===== src/rtl/imm_gen_stage.sv =====
// ---------------------------------------------------------------------------
// imm_gen_stage
//
// Registered immediate-generation stage for the AdamRiscv decode path.
// Each accepted instruction is decoded combinationally into a sign-extended
// immediate, a format code and an illegal-opcode flag. The result is pushed
// with its sideband tag into a 2-entry FIFO that feeds the consumer through a
// valid/ready handshake. A saturating counter tracks accepted branches for
// debug.
//
// Parameters
//   XLEN   : datapath width, 32 or 64
//   TAG_W  : sideband tag width (normally the PC)
//   CSR_EN : 1 lets SYSTEM opcodes with funct3[2]=1 decode as zimm
//   CNT_W  : width of the saturating branch counter
//
// Ports
//   clk         in   clock, rising edge
//   rst         in   asynchronous active-high reset
//   flush       in   synchronous queue flush
//   in_valid    in   input instruction valid
//   in_ready    out  stage can accept an input (registered state only)
//   in_inst     in   32-bit instruction word
//   in_tag      in   sideband tag
//   out_valid   out  head entry valid
//   out_ready   in   consumer accepts the head entry
//   out_imm     out  decoded immediate of the head entry
//   out_fmt     out  format: 0 NONE 1 I 2 S 3 B 4 U 5 J 6 Z 7 SH
//   out_illegal out  head entry opcode not recognised
//   out_tag     out  tag of the head entry
//   br_count    out  saturating count of accepted B-type instructions
// ---------------------------------------------------------------------------
module imm_gen_stage #(
  parameter int XLEN   = 32,
  parameter int TAG_W  = 32,
  parameter int CSR_EN = 1,
  parameter int CNT_W  = 16
) (
  input  logic             clk,
  input  logic             rst,
  input  logic             flush,
  input  logic             in_valid,
  output logic             in_ready,
  input  logic [31:0]      in_inst,
  input  logic [TAG_W-1:0] in_tag,
  output logic             out_valid,
  input  logic             out_ready,
  output logic [XLEN-1:0]  out_imm,
  output logic [2:0]       out_fmt,
  output logic             out_illegal,
  output logic [TAG_W-1:0] out_tag,
  output logic [CNT_W-1:0] br_count
);

  typedef enum logic [2:0] {
    FMT_NONE = 3'd0,
    FMT_I    = 3'd1,
    FMT_S    = 3'd2,
    FMT_B    = 3'd3,
    FMT_U    = 3'd4,
    FMT_J    = 3'd5,
    FMT_Z    = 3'd6,
    FMT_SH   = 3'd7
  } fmt_e;

  logic [6:0]      w_opcode;
  logic [2:0]      w_funct3;
  fmt_e            w_fmt;
  logic            w_illegal;
  logic [31:0]     w_shamt;
  logic [31:0]     w_imm32;
  logic [XLEN-1:0] w_imm;

  logic            w_push;
  logic            w_pop;
  logic            w_wrPtr;

  logic [XLEN-1:0]  r_imm     [0:1];
  logic [2:0]       r_fmt     [0:1];
  logic             r_illegal [0:1];
  logic [TAG_W-1:0] r_tag     [0:1];
  logic             r_head;
  logic [1:0]       r_count;
  logic [CNT_W-1:0] r_brCount;

  assign w_opcode = in_inst[6:0];
  assign w_funct3 = in_inst[14:12];

  // RV64 shifts use a 6-bit shamt; the extra bit belongs to funct7 on RV32
  // and must not leak into the immediate there.
  assign w_shamt = (XLEN == 64) ? {26'b0, in_inst[25:20]}
                                : {27'b0, in_inst[24:20]};

  // Opcode classification into a format code and the illegal flag.
  always_comb begin
    w_fmt     = FMT_NONE;
    w_illegal = 1'b0;
    case (w_opcode)
      7'b0000011, 7'b1100111: w_fmt = FMT_I;
      // funct3 001 (slli) and 101 (srli/srai) are the shift-immediate forms
      7'b0010011: w_fmt = (w_funct3[1:0] == 2'b01) ? FMT_SH : FMT_I;
      7'b0100011: w_fmt = FMT_S;
      7'b1100011: w_fmt = FMT_B;
      7'b0110111, 7'b0010111: w_fmt = FMT_U;
      7'b1101111: w_fmt = FMT_J;
      7'b1110011: begin
        if ((CSR_EN != 0) && w_funct3[2]) begin
          w_fmt = FMT_Z;
        end
      end
      default: w_illegal = 1'b1;
    endcase
  end

  // Immediate assembly in 32 bits. Zero-extended formats keep bit 31 clear,
  // so a single sign extension to XLEN afterwards is correct for all formats.
  always_comb begin
    w_imm32 = 32'b0;
    case (w_fmt)
      FMT_I:   w_imm32 = {{20{in_inst[31]}}, in_inst[31:20]};
      FMT_S:   w_imm32 = {{20{in_inst[31]}}, in_inst[31:25], in_inst[11:7]};
      FMT_B:   w_imm32 = {{19{in_inst[31]}}, in_inst[31], in_inst[7],
                          in_inst[30:25], in_inst[11:8], 1'b0};
      FMT_U:   w_imm32 = {in_inst[31:12], 12'b0};
      FMT_J:   w_imm32 = {{11{in_inst[31]}}, in_inst[31], in_inst[19:12],
                          in_inst[20], in_inst[30:21], 1'b0};
      FMT_Z:   w_imm32 = {27'b0, in_inst[19:15]};
      FMT_SH:  w_imm32 = w_shamt;
      default: w_imm32 = 32'b0;
    endcase
  end

  generate
    if (XLEN == 32) begin : g_xlen32
      assign w_imm = w_imm32;
    end else begin : g_xlenWide
      assign w_imm = {{(XLEN-32){w_imm32[31]}}, w_imm32};
    end
  endgenerate

  // Handshakes. in_ready looks only at the registered occupancy so the
  // producer never sees a combinational path from out_ready.
  assign in_ready  = (r_count != 2'd2);
  assign out_valid = (r_count != 2'd0);
  assign w_push    = in_valid & in_ready;
  assign w_pop     = out_valid & out_ready;
  // Tail slot is head + count modulo 2; a push never happens at count 2.
  assign w_wrPtr   = r_head ^ r_count[0];

  // Queue storage, head pointer and occupancy. A flush empties the queue
  // and wins over a same-cycle push.
  always_ff @(posedge clk or posedge rst) begin
    if (rst) begin
      r_head  <= 1'b0;
      r_count <= 2'd0;
      for (int i = 0; i < 2; i++) begin
        r_imm[i]     <= '0;
        r_fmt[i]     <= 3'd0;
        r_illegal[i] <= 1'b0;
        r_tag[i]     <= '0;
      end
    end else if (flush) begin
      r_head  <= 1'b0;
      r_count <= 2'd0;
    end else begin
      if (w_push) begin
        r_imm[w_wrPtr]     <= w_imm;
        r_fmt[w_wrPtr]     <= w_fmt;
        r_illegal[w_wrPtr] <= w_illegal;
        r_tag[w_wrPtr]     <= in_tag;
      end
      r_count <= r_count + {1'b0, w_push} - {1'b0, w_pop};
      r_head  <= r_head ^ w_pop;
    end
  end

  // Branch counter counts every accepted B-type, even one discarded by a
  // same-cycle flush, and sticks at its maximum.
  always_ff @(posedge clk or posedge rst) begin
    if (rst) begin
      r_brCount <= '0;
    end else if (w_push && (w_fmt == FMT_B) && (r_brCount != {CNT_W{1'b1}})) begin
      r_brCount <= r_brCount + 1'b1;
    end
  end

  assign br_count = r_brCount;

  // Head entry is presented only while valid; an empty queue drives zeros.
  always_comb begin
    out_imm     = '0;
    out_fmt     = 3'd0;
    out_illegal = 1'b0;
    out_tag     = '0;
    if (out_valid) begin
      out_imm     = r_imm[r_head];
      out_fmt     = r_fmt[r_head];
      out_illegal = r_illegal[r_head];
      out_tag     = r_tag[r_head];
    end
  end

endmodule


===== config.mk =====
export PLATFORM = sky130hd
export DESIGN_NAME = imm_gen_stage
export DESIGN_NICKNAME = d
export VERILOG_FILES = /design/src/rtl/imm_gen_stage.sv
export SDC_FILE = /design/constraint.sdc
export NUM_CORES = 1
export LEC_CHECK = 0
export BUFFER_PORTS_ARGS = -buffer_cell sky130_fd_sc_hd__buf_4
export CAP_MARGIN = 15
export CORE_ASPECT_RATIO = 2
export CORE_MARGIN = 3
export CORE_UTILIZATION = 55
export DETAILED_ROUTE_END_ITERATION = 8
export GPL_TIMING_DRIVEN = 1
export PLACE_DENSITY = 0.83
export SYNTH_ARGS = -nofsm -noshare
export SYNTH_HDL_FRONTEND = slang
export SYNTH_SLANG_ARGS = --single-unit

===== constraint.sdc =====
create_clock -name clk -period 12.55 [get_ports clk]
set_clock_uncertainty 0.1 [all_clocks]
set_input_delay 1.255 -clock clk [delete_from_list [all_inputs] [get_ports clk]]
set_output_delay 1.255 -clock clk [all_outputs]
set_load 0.03 [all_outputs]

==> summary.txt <==
Clock tree
  – H-tree depth: 4
  – Clock Sink Count: 155
  – Root buf cell: clkbuf_16
  – CTS tree: built
  – Post-CTS Hold Buffers: 0
  – Post-cts sizing count: 0
  – Post-CTS setup buffer count: 0
  – Clk pin slew, worst setup/hold paths: 70 ps
  – Clock Path Buffers: 2
  – Num CTS Buffers: 17
  – Clock Latency Late Sink: 410 ps

Layout
  – Final #Nets: 1031
  – Final core utilization: 69.92%
  – Fraction of layout cells with a size suffix above 1: 23.17%
  – Final cell count without fillers: 1157
  – Synth-to-Final Area Change: 23.00%
  – Antenna cells: 0

Die
  – Core Area: 13590 µm²
  – Die extent in x: 89.80 µm
  – Die ar.: 15590 µm²
  – I/O pin cnt: 155
  – Row count: 60
  – Initial Util: 56.84%
  – Die Y: 173.6 µm

GRT
  – Initial antenna violation count: 0
  – Total track usage: 26.19%
  – Total gr overflow: 0
  – Vias in the first global route: 6567
  – Largest net degree at the start of global routing: 81
  – First-pass GRT wire length: 33040 µm

Drt
  – DR iter-0 viols: 389
  – Final wirelength: 20270 µm
  – Residual DRC count: 0
  – Wire per inst: 17.52 µm
  – DR vias: 6523
  – Average via count per standard cell: 5.638
  – Post-route ant nets: 0
  – Detailed Routing Iterations Pass 1: 6

Yosys
  – Yosys cell types: 58
  – Post-Synthesis Net Count: 906
  – Synth area leader: dfrtp_1
  – Most common cell in the synthesized netlist: nand2_1
  – Yosys reg bits: 155
  – Number of flops mapped to enable cells by yosys: 0
  – Seq/Total Area, Yosys: 50.22%
  – Yosys warns: 0
  – Post-synth top flop: dfrtp_1
  – Commonest cells in the netlist: 233 x nand2_1, 155 x dfrtp_1, 121 x nor2_1
  – Async SR Flop Fraction: 100.0%
  – Post-synth top area share: 50.22%
  – Mapped Area: 7724 µm²
  – Cell count after synthesis: 834
  – Syn_area_per_cell: 9.261 µm²
  – Synth area leaders: dfrtp_1 50%, nand2_1 11%, mux2i_1 8.9%

Power
  – VDD IR max: 0.0001360 V
  – LEAKAGE: 0.004541 µW
  – Pwr/cell area: 224.8 nW/µm²

Timing
  – Final Cycle Share: 30.92%
  – Final Max Slew Viols: 0
  – Max frequency: 257.7 MHz
  – Final Hold Viols: 0
  – Worst-margin pin slew: 955.1 ps
  – Max_slew headroom: 36.32%
  – Setup TNS: 0 ps
  – RSZ-0062 raised after global routing: false
  – Final setup viols: 0
  – Minimum clock period: 3880 ps

Worst setup path
  – Cell depth of the worst flop-to-flop path: 4
  – Worst setup EP type: output pin
  – CP required: 11190 ps
  – Setup Crit Path Kind: reg -> out
  – Critical Path AT: 2530 ps
  – Largest fanout on the critical path: 48
  – Worst setup SP type: flop

Place
  – Placer Congestion: 0.8611
  – Port bufs: 154
  – Placed instance count: 1126
  – Dpl hpwl: 13910 µm

Run
  – Max-cap violation count: 0

Status
  – Status: finished clean

Min path
  – Worst min-delay path category: reg -> reg
  – Hold Path Stages: 2
[power by group]
| group | total, µW | switching, µW | internal, µW | leakage, µW |
|---|---|---|---|---|
| sequential | 797 | 115 | 682 | 0.00197 |
| clock | 485 | 206 | 279 | 0.000263 |
| combinational | 854 | 528 | 326 | 0.00231 |
| total | 2140 | 849 | 1290 | 0.00454 |
[worst paths after layout]
kind / endpoint / start / slack (ps)
worst max register to register: r_illegal[1]$_DFFE_PP0P_ / r_head$_DFF_PP0_ / 9640
min in group asynchronous: r_tag[17]$_DFFE_PP0P_ / rst / 870
worst max-delay path: out_tag[29] / r_head$_DFF_PP0_ / 8670
max in group asynchronous: r_head$_DFF_PP0_ / rst / 9980
worst min register to register: r_tag[24]$_DFFE_PP0P_ / r_tag[24]$_DFFE_PP0P_ / 370
worst min-delay path: r_tag[24]$_DFFE_PP0P_ / r_tag[24]$_DFFE_PP0P_ / 370
[critical path, cell delays in order (launching register included)]
cell and delay [ps]:
dfrtp_4 720, buf_4 780, mux2i_1 340, nor2_1 70, buf_4 190
[state kept, by name, indices dropped and copies added (netlist names)]
name       flops
r_imm         64
r_tag         64
br_count      16
r_fmt          6
r_count        2
r_illegal      2
r_head         1
[logic make-up (layout without fill, tap and decap cells)]
logic type / count (synthesis) / count (layout) / synth area share (%)
multiplexers: 75 / 75 / 9.817
buffers and inverters: 62 / 199 / 3.839
flip-flops: 155 / 155 / 50.22
AO/OA/AOI/OAI: 103 / 103 / 9.282
adder cells (fa/ha/maj): 3 / 3 / 0.4860
AND/OR/NAND/NOR: 422 / 422 / 24.77
XOR/XNOR: 14 / 14 / 1.588
[final cells by class]
cell class	instances	area (µm²)
fill	1091	4088
inverter	5	23.77
timing repair buffer	163	1224
clock inverter	12	113.9
multi-input combinational	617	3581
clock buffer	19	442.9
tap	186	232.7
sequential	155	3882
[stage by stage]
stage / hold slack [ps] / setup WS (ps) / total power [µW] / instance area [µm²]
2_1_floorplan: 345.0 / 7017 / 1380 / 7724
3_3_place_gp: 356.2 / 8849 / 1630 / 8944
3_5_place_dp: 361.5 / 8810 / 1659 / 8944
4_1_cts: 377.4 / 8660 / 2149 / 9500
5_1_grt: 395.4 / 8557 / 2270 / 9500
6_report: 373.0 / 8670 / 2136 / 9500
[metal layers]
layer  up-vias  wire length [µm]  track usage [%]
met4         0               524            9.469
met2       229             11040            47.99
li1       3080                 -                -
met1      3179              7774            30.74
met3        35               921            4.170
met5         -                 0                0
[cell usage in the layout, fill, tap and decap left out, drive strengths merged, types with 12 or more instances in the layout]
cell type,instances
clkbuf,19
nand3,14
dfrtp,155
buf,163
mux2i,69
o21ai,17
nand2,234
xor2,12
nor2,121
a31oi,42
nor4,15
a22o,15
Power figures use the tool's default switching activity.
